--- src/rtl/ones_count_sched_if.sv ---
// Client and counter-side signals of the ones-counter scheduler.
// master = requesters plus counter, slave = scheduler.
interface ones_count_sched_if #(
  parameter int unsigned N_REQ  = 4,
  parameter int unsigned DATA_W = 8
);
  localparam int unsigned CNT_W = $clog2(DATA_W + 1);
  localparam int unsigned ID_W  = $clog2(N_REQ);

  logic [N_REQ-1:0]        req;
  logic [N_REQ*DATA_W-1:0] req_data;
  logic [N_REQ-1:0]        gnt;
  logic                    rsp_valid;
  logic [ID_W-1:0]         rsp_id;
  logic [CNT_W-1:0]        rsp_cnt;
  logic                    busy;
  logic                    cnt_start;
  logic [DATA_W-1:0]       cnt_data;
  logic                    cnt_rdy;
  logic [CNT_W-1:0]        cnt_result;

  modport master (
    output req, req_data, cnt_rdy, cnt_result,
    input  gnt, rsp_valid, rsp_id, rsp_cnt, busy, cnt_start, cnt_data
  );

  modport slave (
    input  req, req_data, cnt_rdy, cnt_result,
    output gnt, rsp_valid, rsp_id, rsp_cnt, busy, cnt_start, cnt_data
  );
endinterface

--- src/rtl/ones_count_sched.sv ---
// Round-robin scheduler sharing one sequential ones-counter among N_REQ clients.
// One request in flight at a time; the result comes back tagged with the client id.
module ones_count_sched #(
  parameter int unsigned N_REQ  = 4,
  parameter int unsigned DATA_W = 8
) (
  input  logic                clk,
  input  logic                rst,
  ones_count_sched_if.slave   bus
);
  localparam int unsigned CNT_W = $clog2(DATA_W + 1);
  localparam int unsigned ID_W  = $clog2(N_REQ);

  typedef enum logic [1:0] {IDLE, LAUNCH, RUN, RESP} state_t;

  state_t             state;
  state_t             state_nxt;
  logic [ID_W-1:0]    rr_ptr;
  logic [ID_W-1:0]    win_id;
  logic [ID_W-1:0]    win_sel;
  logic [ID_W-1:0]    idx;
  logic               win_found;
  logic               take;
  logic [DATA_W-1:0]  cnt_data_q;
  logic [CNT_W-1:0]   rsp_cnt_q;
  logic [DATA_W-1:0]  op [N_REQ];

  for (genvar i = 0; i < int'(N_REQ); i++) begin : g_op
    assign op[i] = bus.req_data[i*DATA_W +: DATA_W];
  end

  // First active request at or after rr_ptr, wrapping.
  always_comb begin
    win_found = 1'b0;
    win_sel   = '0;
    idx       = '0;
    for (int unsigned k = 0; k < N_REQ; k++) begin
      idx = ID_W'((32'(rr_ptr) + k) % N_REQ);
      if (!win_found && bus.req[idx]) begin
        win_found = 1'b1;
        win_sel   = idx;
      end
    end
  end

  always_comb begin
    state_nxt = state;
    take      = 1'b0;
    bus.gnt   = '0;
    case (state)
      IDLE: begin
        if (bus.cnt_rdy && win_found) begin
          take      = 1'b1;
          bus.gnt   = N_REQ'(1) << win_sel;
          state_nxt = LAUNCH;
        end
      end
      LAUNCH:  if (!bus.cnt_rdy) state_nxt = RUN;
      RUN:     if (bus.cnt_rdy)  state_nxt = RESP;
      RESP:    state_nxt = IDLE;
      default: state_nxt = IDLE;
    endcase
  end

  always_ff @(posedge clk) begin
    if (rst) begin
      state      <= IDLE;
      rr_ptr     <= '0;
      win_id     <= '0;
      cnt_data_q <= '0;
      rsp_cnt_q  <= '0;
    end else begin
      state <= state_nxt;
      if (take) begin
        win_id     <= win_sel;
        cnt_data_q <= op[win_sel];
      end
      if (state == RUN && bus.cnt_rdy) rsp_cnt_q <= bus.cnt_result;
      if (state == RESP) rr_ptr <= (win_id == ID_W'(N_REQ - 1)) ? '0 : win_id + 1'b1;
    end
  end

  // Status and counter controls decode straight from the state register.
  assign bus.cnt_start = (state == LAUNCH);
  assign bus.rsp_valid = (state == RESP);
  assign bus.busy      = (state != IDLE);
  assign bus.rsp_id    = win_id;
  assign bus.rsp_cnt   = rsp_cnt_q;
  assign bus.cnt_data  = cnt_data_q;
endmodule

--- src/flat_wrapper.sv ---
// flat-port wrapper written by rule: the top's interface ports become plain ports
module ones_count_sched_flat 
#(
  parameter int unsigned N_REQ  = 4,
  parameter int unsigned DATA_W = 8
)
  (clk, rst, bus_req, bus_req_data, bus_cnt_rdy, bus_cnt_result, bus_gnt, bus_rsp_valid, bus_rsp_id, bus_rsp_cnt, bus_busy, bus_cnt_start, bus_cnt_data);
  ones_count_sched_if #(.N_REQ(N_REQ), .DATA_W(DATA_W)) bus_i ();
  input  logic clk;
  input  logic rst;
  input wire logic [$bits(bus_i.req)-1:0] bus_req;
  input wire logic [$bits(bus_i.req_data)-1:0] bus_req_data;
  input wire logic [$bits(bus_i.cnt_rdy)-1:0] bus_cnt_rdy;
  input wire logic [$bits(bus_i.cnt_result)-1:0] bus_cnt_result;
  output wire logic [$bits(bus_i.gnt)-1:0] bus_gnt;
  output wire logic [$bits(bus_i.rsp_valid)-1:0] bus_rsp_valid;
  output wire logic [$bits(bus_i.rsp_id)-1:0] bus_rsp_id;
  output wire logic [$bits(bus_i.rsp_cnt)-1:0] bus_rsp_cnt;
  output wire logic [$bits(bus_i.busy)-1:0] bus_busy;
  output wire logic [$bits(bus_i.cnt_start)-1:0] bus_cnt_start;
  output wire logic [$bits(bus_i.cnt_data)-1:0] bus_cnt_data;
  assign bus_i.req = bus_req;
  assign bus_i.req_data = bus_req_data;
  assign bus_i.cnt_rdy = bus_cnt_rdy;
  assign bus_i.cnt_result = bus_cnt_result;
  assign bus_gnt = bus_i.gnt;
  assign bus_rsp_valid = bus_i.rsp_valid;
  assign bus_rsp_id = bus_i.rsp_id;
  assign bus_rsp_cnt = bus_i.rsp_cnt;
  assign bus_busy = bus_i.busy;
  assign bus_cnt_start = bus_i.cnt_start;
  assign bus_cnt_data = bus_i.cnt_data;
  ones_count_sched #(.N_REQ(N_REQ), .DATA_W(DATA_W)) u_core (.clk(clk), .rst(rst), .bus(bus_i));
endmodule
--- config.mk ---
export PLATFORM = sky130hd
export DESIGN_NAME = ones_count_sched_flat
export DESIGN_NICKNAME = d
export VERILOG_FILES = /design/src/rtl/ones_count_sched_if.sv /design/src/rtl/ones_count_sched.sv /design/src/flat_wrapper.sv
export SDC_FILE = /design/constraint.sdc
export NUM_CORES = 1
export LEC_CHECK = 0
export CAP_MARGIN = 20
export CORE_ASPECT_RATIO = 0.8
export CORE_MARGIN = 1.5
export CORE_UTILIZATION = 37
export CTS_BUF_LIST = sky130_fd_sc_hd__clkbuf_16
export CTS_CLUSTER_DIAMETER = 200
export DETAILED_ROUTE_END_ITERATION = 8
export GPL_TIMING_DRIVEN = 0
export PLACE_DENSITY_LB_ADDON = 0.2
export SETUP_SLACK_MARGIN = 0.2
export SKIP_LAST_GASP = 1
export SLEW_MARGIN = 20
export SYNTH_ARGS = -nofsm -noshare
export SYNTH_HDL_FRONTEND = slang
export SYNTH_SLANG_ARGS = --single-unit
--- constraint.sdc ---
create_clock -name clk -period 2.4 [get_ports clk]
set_clock_uncertainty 0.15 [all_clocks]
set_input_delay 0.48 -clock clk [delete_from_list [all_inputs] [get_ports clk]]
set_output_delay 0.48 -clock clk [all_outputs]
set_load 0.005 [all_outputs]
==> flow_summary.html <==
<table>
<tr><th>Metric</th><th>Value</th></tr>
<tr><th colspan="2">Global routing</th></tr>
<tr><td>Maximum number of pins on one net before global-route repair</td><td>11</td></tr>
<tr><td>GR Overflow Total</td><td>0</td></tr>
<tr><td>GR Util All Layers</td><td>22.18%</td></tr>
<tr><td>Initial antenna violation count</td><td>0</td></tr>
<tr><td>First-pass GRT wire length</td><td>between 5 and 6 mm</td></tr>
<tr><td>Vias in the first global route</td><td>1200</td></tr>
<tr><th colspan="2">Synthesis</th></tr>
<tr><td>Ys Warns</td><td>0</td></tr>
<tr><td>Count of distinct cell types in the synthesized netlist</td><td>24</td></tr>
<tr><td>Netlist area before placement</td><td>around 1100 sq um</td></tr>
<tr><td>Post-synthesis net count</td><td>roughly 170</td></tr>
<tr><td>Most frequently used cell type in the post-synthesis netlist</td><td>sky130_fd_sc_hd__mux2i_1</td></tr>
<tr><td>Synth top cells by count</td><td>sky130_fd_sc_hd__mux2i_1 (20), sky130_fd_sc_hd__dfxtp_1 (18), sky130_fd_sc_hd__nor2_1 (11)</td></tr>
<tr><td>Area leader, netlist</td><td>sky130_fd_sc_hd__dfxtp_1</td></tr>
<tr><td>Cells after Synth</td><td>about 120</td></tr>
<tr><td>Flip-flop and latch count after synthesis</td><td>18</td></tr>
<tr><td>Count of flip-flops with a built-in enable after synthesis</td><td>0</td></tr>
<tr><td>Sequential area share after synthesis</td><td>about 34%</td></tr>
<tr><td>Synthesized area per cell</td><td>~9.0 sq um</td></tr>
<tr><td>Ys flop type</td><td>sky130_fd_sc_hd__dfxtp_1</td></tr>
<tr><td>Post-synth top area share</td><td>33.76%</td></tr>
<tr><td>Leading post-synthesis cells by cell area</td><td>sky130_fd_sc_hd__dfxtp_1 (34%), sky130_fd_sc_hd__mux2i_1 (19%), sky130_fd_sc_hd__o221ai_1 (6.6%)</td></tr>
<tr><td>Fraction of registers with async set/reset</td><td>0%</td></tr>
<tr><th colspan="2">STA</th></tr>
<tr><td>Max-slew violation count</td><td>0</td></tr>
<tr><td>Unrepaired setup endpoints after global routing</td><td>true</td></tr>
<tr><td>Final count of hold timing violations</td><td>0</td></tr>
<tr><td>Period Utilization, post-route</td><td>between 90% and 100%</td></tr>
<tr><td>Final worst path period need</td><td>~2.2 ns</td></tr>
<tr><td>Tightest slew margin relative to the limit</td><td>a little over three fifths</td></tr>
<tr><td>Worst-Margin Slew</td><td>roughly 0.55 ns</td></tr>
<tr><td>Worst hold margin</td><td>0.3073 ns</td></tr>
<tr><td>Number of endpoints failing setup at the final stage</td><td>0</td></tr>
<tr><td>Achievable clock frequency</td><td>between 400 and 500 MHz</td></tr>
<tr><td>Setup TNS Final</td><td>0 ns</td></tr>
<tr><td>Worst Slack Setup Final</td><td>roughly 0.18 ns</td></tr>
<tr><th colspan="2">Cells and area</th></tr>
<tr><td>Fraction of final layout cells sized beyond drive strength 1</td><td>between 20% and 30%</td></tr>
<tr><td>Layout Utilization</td><td>about 74%</td></tr>
<tr><td># nets final</td><td>roughly 250</td></tr>
<tr><td>Antenna cells</td><td>0</td></tr>
<tr><td>Layout fillers</td><td>approximately 200</td></tr>
<tr><td>Total non-filler cell area in the finished layout</td><td>2037 sq um</td></tr>
<tr><td>Area growth from synthesis to layout</td><td>90.86%</td></tr>
<tr><td>Count of non-filler cells in the finished layout</td><td>roughly 240</td></tr>
<tr><th colspan="2">Place</th></tr>
<tr><td>Dpl cell area</td><td>1735 sq um</td></tr>
<tr><td>Placed insts</td><td>219</td></tr>
<tr><td>Final GP Congestion</td><td>around 0.76</td></tr>
<tr><td>Total half-perimeter wirelength after legalization and detailed placement</td><td>between 2 and 3 mm</td></tr>
<tr><td>Count of buffers inserted at the top-level ports</td><td>62</td></tr>
<tr><td>Worst-case setup slack after placement</td><td>-0.8535 ns</td></tr>
<tr><th colspan="2">Clock network</th></tr>
<tr><td>Clock buffer count from CTS</td><td>3</td></tr>
<tr><td>Num Clock Sinks</td><td>18</td></tr>
<tr><td>CTS root buffer</td><td>sky130_fd_sc_hd__clkbuf_16</td></tr>
<tr><td>Number of levels in the clock H-tree</td><td>1</td></tr>
<tr><td>Max Buffers Root-to-Sink</td><td>2</td></tr>
<tr><td>TritonCTS clock tree</td><td>done</td></tr>
<tr><td>Later-pin clock latency in the skew report</td><td>0.25 ns</td></tr>
<tr><td>Register clock-pin slew on the reported worst setup and hold paths</td><td>approximately 0.050 ns</td></tr>
<tr><td>Hold buffers post-CTS</td><td>0</td></tr>
<tr><th colspan="2">Route</th></tr>
<tr><td>DR WL/cell</td><td>~15 microns</td></tr>
<tr><td>Via count</td><td>around 1200</td></tr>
<tr><td>ANT nets after route</td><td>0</td></tr>
<tr><td>Number of design-rule violations left by the first detailed-router iteration</td><td>54</td></tr>
<tr><td>Average via count per standard cell</td><td>~5.2</td></tr>
<tr><td>TritonRoute pass-1 iters</td><td>4</td></tr>
<tr><td>Total detailed-routing wirelength</td><td>approximately 3.6 mm</td></tr>
<tr><td>Post-detailed-route DRC marker count</td><td>0</td></tr>
<tr><th colspan="2">Pwr</th></tr>
<tr><td>Areal power density over the cells</td><td>around 720 nW/um^2</td></tr>
<tr><td>Peak VDD IR</td><td>between 0.0004 and 0.0005 V</td></tr>
<tr><td>Total chip power</td><td>1.460 mW</td></tr>
<tr><td>Leakage power figure</td><td>between 0.8 and 0.9 nW</td></tr>
<tr><th colspan="2">Critical path</th></tr>
<tr><td>Crit start category</td><td>primary input</td></tr>
<tr><td>Setup slack on the worst flop-to-flop path</td><td>0.30 ns</td></tr>
<tr><td>Required time of the critical path</td><td>1.77 ns</td></tr>
<tr><td>Arrival time of data at the critical path endpoint</td><td>around 1.6 ns</td></tr>
<tr><td>Category of the most critical setup path</td><td>primary input to output port</td></tr>
<tr><td>Startpoint of the most critical register-to-register path</td><td>u_core.rr_ptr[1]</td></tr>
<tr><td>Worst setup path startpoint</td><td>bus_req[2]</td></tr>
<tr><td>Worst r2r path cells</td><td>7</td></tr>
<tr><td>Largest fanout on the critical path</td><td>3</td></tr>
<tr><td>Setup crit end kind</td><td>output port</td></tr>
<tr><td>Critical register-to-register path endpoint</td><td>u_core.bus.cnt_data[3]</td></tr>
<tr><th colspan="2">Floorplan</th></tr>
<tr><td>Placeable core area</td><td>roughly 2700 sq um</td></tr>
<tr><td>Die boundary width</td><td>between 60 and 70 microns</td></tr>
<tr><td>Initial cell density of the core</td><td>roughly 40%</td></tr>
<tr><td>Die area</td><td>between 3000 and 4000 sq um</td></tr>
<tr><td>I/O pin count</td><td>64</td></tr>
<tr><td>Y dimension of the die</td><td>slightly above 50 microns</td></tr>
<tr><td>Placement Rows</td><td>17</td></tr>
<tr><th colspan="2">Worst hold path</th></tr>
<tr><td>Worst hold path startpoint</td><td>u_core.bus.rsp_cnt[1]</td></tr>
<tr><td>Number of cells on the worst hold path</td><td>2</td></tr>
<tr><td>Endpoint of the worst hold-timing path</td><td>u_core.bus.rsp_cnt[1]</td></tr>
<tr><td>Worst min-delay path class</td><td>flop to flop</td></tr>
<tr><th colspan="2">Run</th></tr>
<tr><td>Number of maximum-capacitance violations</td><td>0</td></tr>
<tr><th colspan="2">Status</th></tr>
<tr><td>Status</td><td>complete, no violations</td></tr>
</table>
==> power by group <==
group	leakage, nW	internal (mW)	switching (mW)
Combinational	0.680	0.408	0.300
Clock	0.0385	0.222	0.118
Sequential	0.148	0.364	0.0482
==> worst max-delay path, stage by stage <==
cell                       delay, ns
sky130_fd_sc_hd__buf_6          0.09
sky130_fd_sc_hd__nor2b_4        0.12
sky130_fd_sc_hd__a21boi_4       0.13
sky130_fd_sc_hd__o32a_1         0.38
sky130_fd_sc_hd__buf_6          0.14
sky130_fd_sc_hd__nor3_4         0.11
sky130_fd_sc_hd__buf_2          0.14
==> kinds of logic (layout without fill, tap and decap cells) <==
logic type               count (synthesis)  after routing  share of synthesized area [%]
adder cells (fa/ha/maj)                  5              5                          5.862
AND/OR/NAND/NOR                         41             41                          19.34
buffers and inverters                   12             91                          5.276
flip-flops                              18             18                          33.76
multiplexers                            20             20                          18.76
AO/OA/AOI/OAI                           23             23                          17.00
==> placed cells by master (no fill, tap or decap), types with 3 or more instances in the layout <==
cell	count
sky130_fd_sc_hd__buf_2	4
sky130_fd_sc_hd__nand3b_1	8
sky130_fd_sc_hd__nor2b_4	3
sky130_fd_sc_hd__mux2i_1	20
sky130_fd_sc_hd__buf_4	13
sky130_fd_sc_hd__clkbuf_16	3
sky130_fd_sc_hd__inv_1	4
sky130_fd_sc_hd__clkbuf_1	3
sky130_fd_sc_hd__o221ai_2	4
sky130_fd_sc_hd__dfxtp_1	16
sky130_fd_sc_hd__clkdlybuf4s50_1	54
sky130_fd_sc_hd__nand3_1	4
sky130_fd_sc_hd__buf_6	6
sky130_fd_sc_hd__a21oi_1	6
sky130_fd_sc_hd__nor2_1	9
sky130_fd_sc_hd__o221ai_1	5
sky130_fd_sc_hd__nand2_1	8
sky130_fd_sc_hd__ha_1	4
==> layer usage <==
metal	vias to the layer above	track usage, %	share of wire [%]	routed length [microns]
li1	594	-	-	-
met1	577	23.30	39	1426
met2	43	40.78	53	1928
met3	7	8.150	6.8	248
met4	0	8.519	1.0	38
met5	-	0	0	0
==> sequential cells by signal (all words and copies together) (netlist names) <==
name and count:
u_core.bus.cnt_data 8, u_core.bus.rsp_id 2, u_core.bus.rsp_cnt 4, u_core.state 2
u_core.rr_ptr 2
==> repair_timing <==
action	4_1_cts	5_1_grt
buffers inserted	9	4
resized for setup	63	15
setup endpoints to repair	12	8
pin swaps	9	5
==> area by class of cell <==
| cell class | instances | area [sq um] | area share [%] |
|---|---|---|---|
| Clock buffer | 3 | 75.07 | 3.686 |
| Timing Repair Buffer | 75 | 706.9 | 34.71 |
| Multi-Input combinational cell | 89 | 767.0 | 37.65 |
| Clock inverter | 1 | 3.754 | 0.1843 |
| Buffer | 7 | 52.55 | 2.580 |
| Tap cell | 38 | 47.55 | 2.334 |
| Sequential cell | 18 | 365.4 | 17.94 |
| Inverter | 5 | 18.77 | 0.9214 |
==> how the worst max path moves through the flow <==
stage | endpoint | slack [ns] | cells after the start
after floorplan | bus_gnt[0] | 0.40 | 4
after global placement | bus_gnt[0] | -0.77 | 6
after detailed placement | bus_gnt[0] | -0.85 | 6
after CTS | bus_gnt[0] | 0.17 | 7
after global routing | bus_gnt[0] | 0.12 | 7
final | bus_gnt[0] | 0.18 | 7
Power figures use the tool's default switching activity.
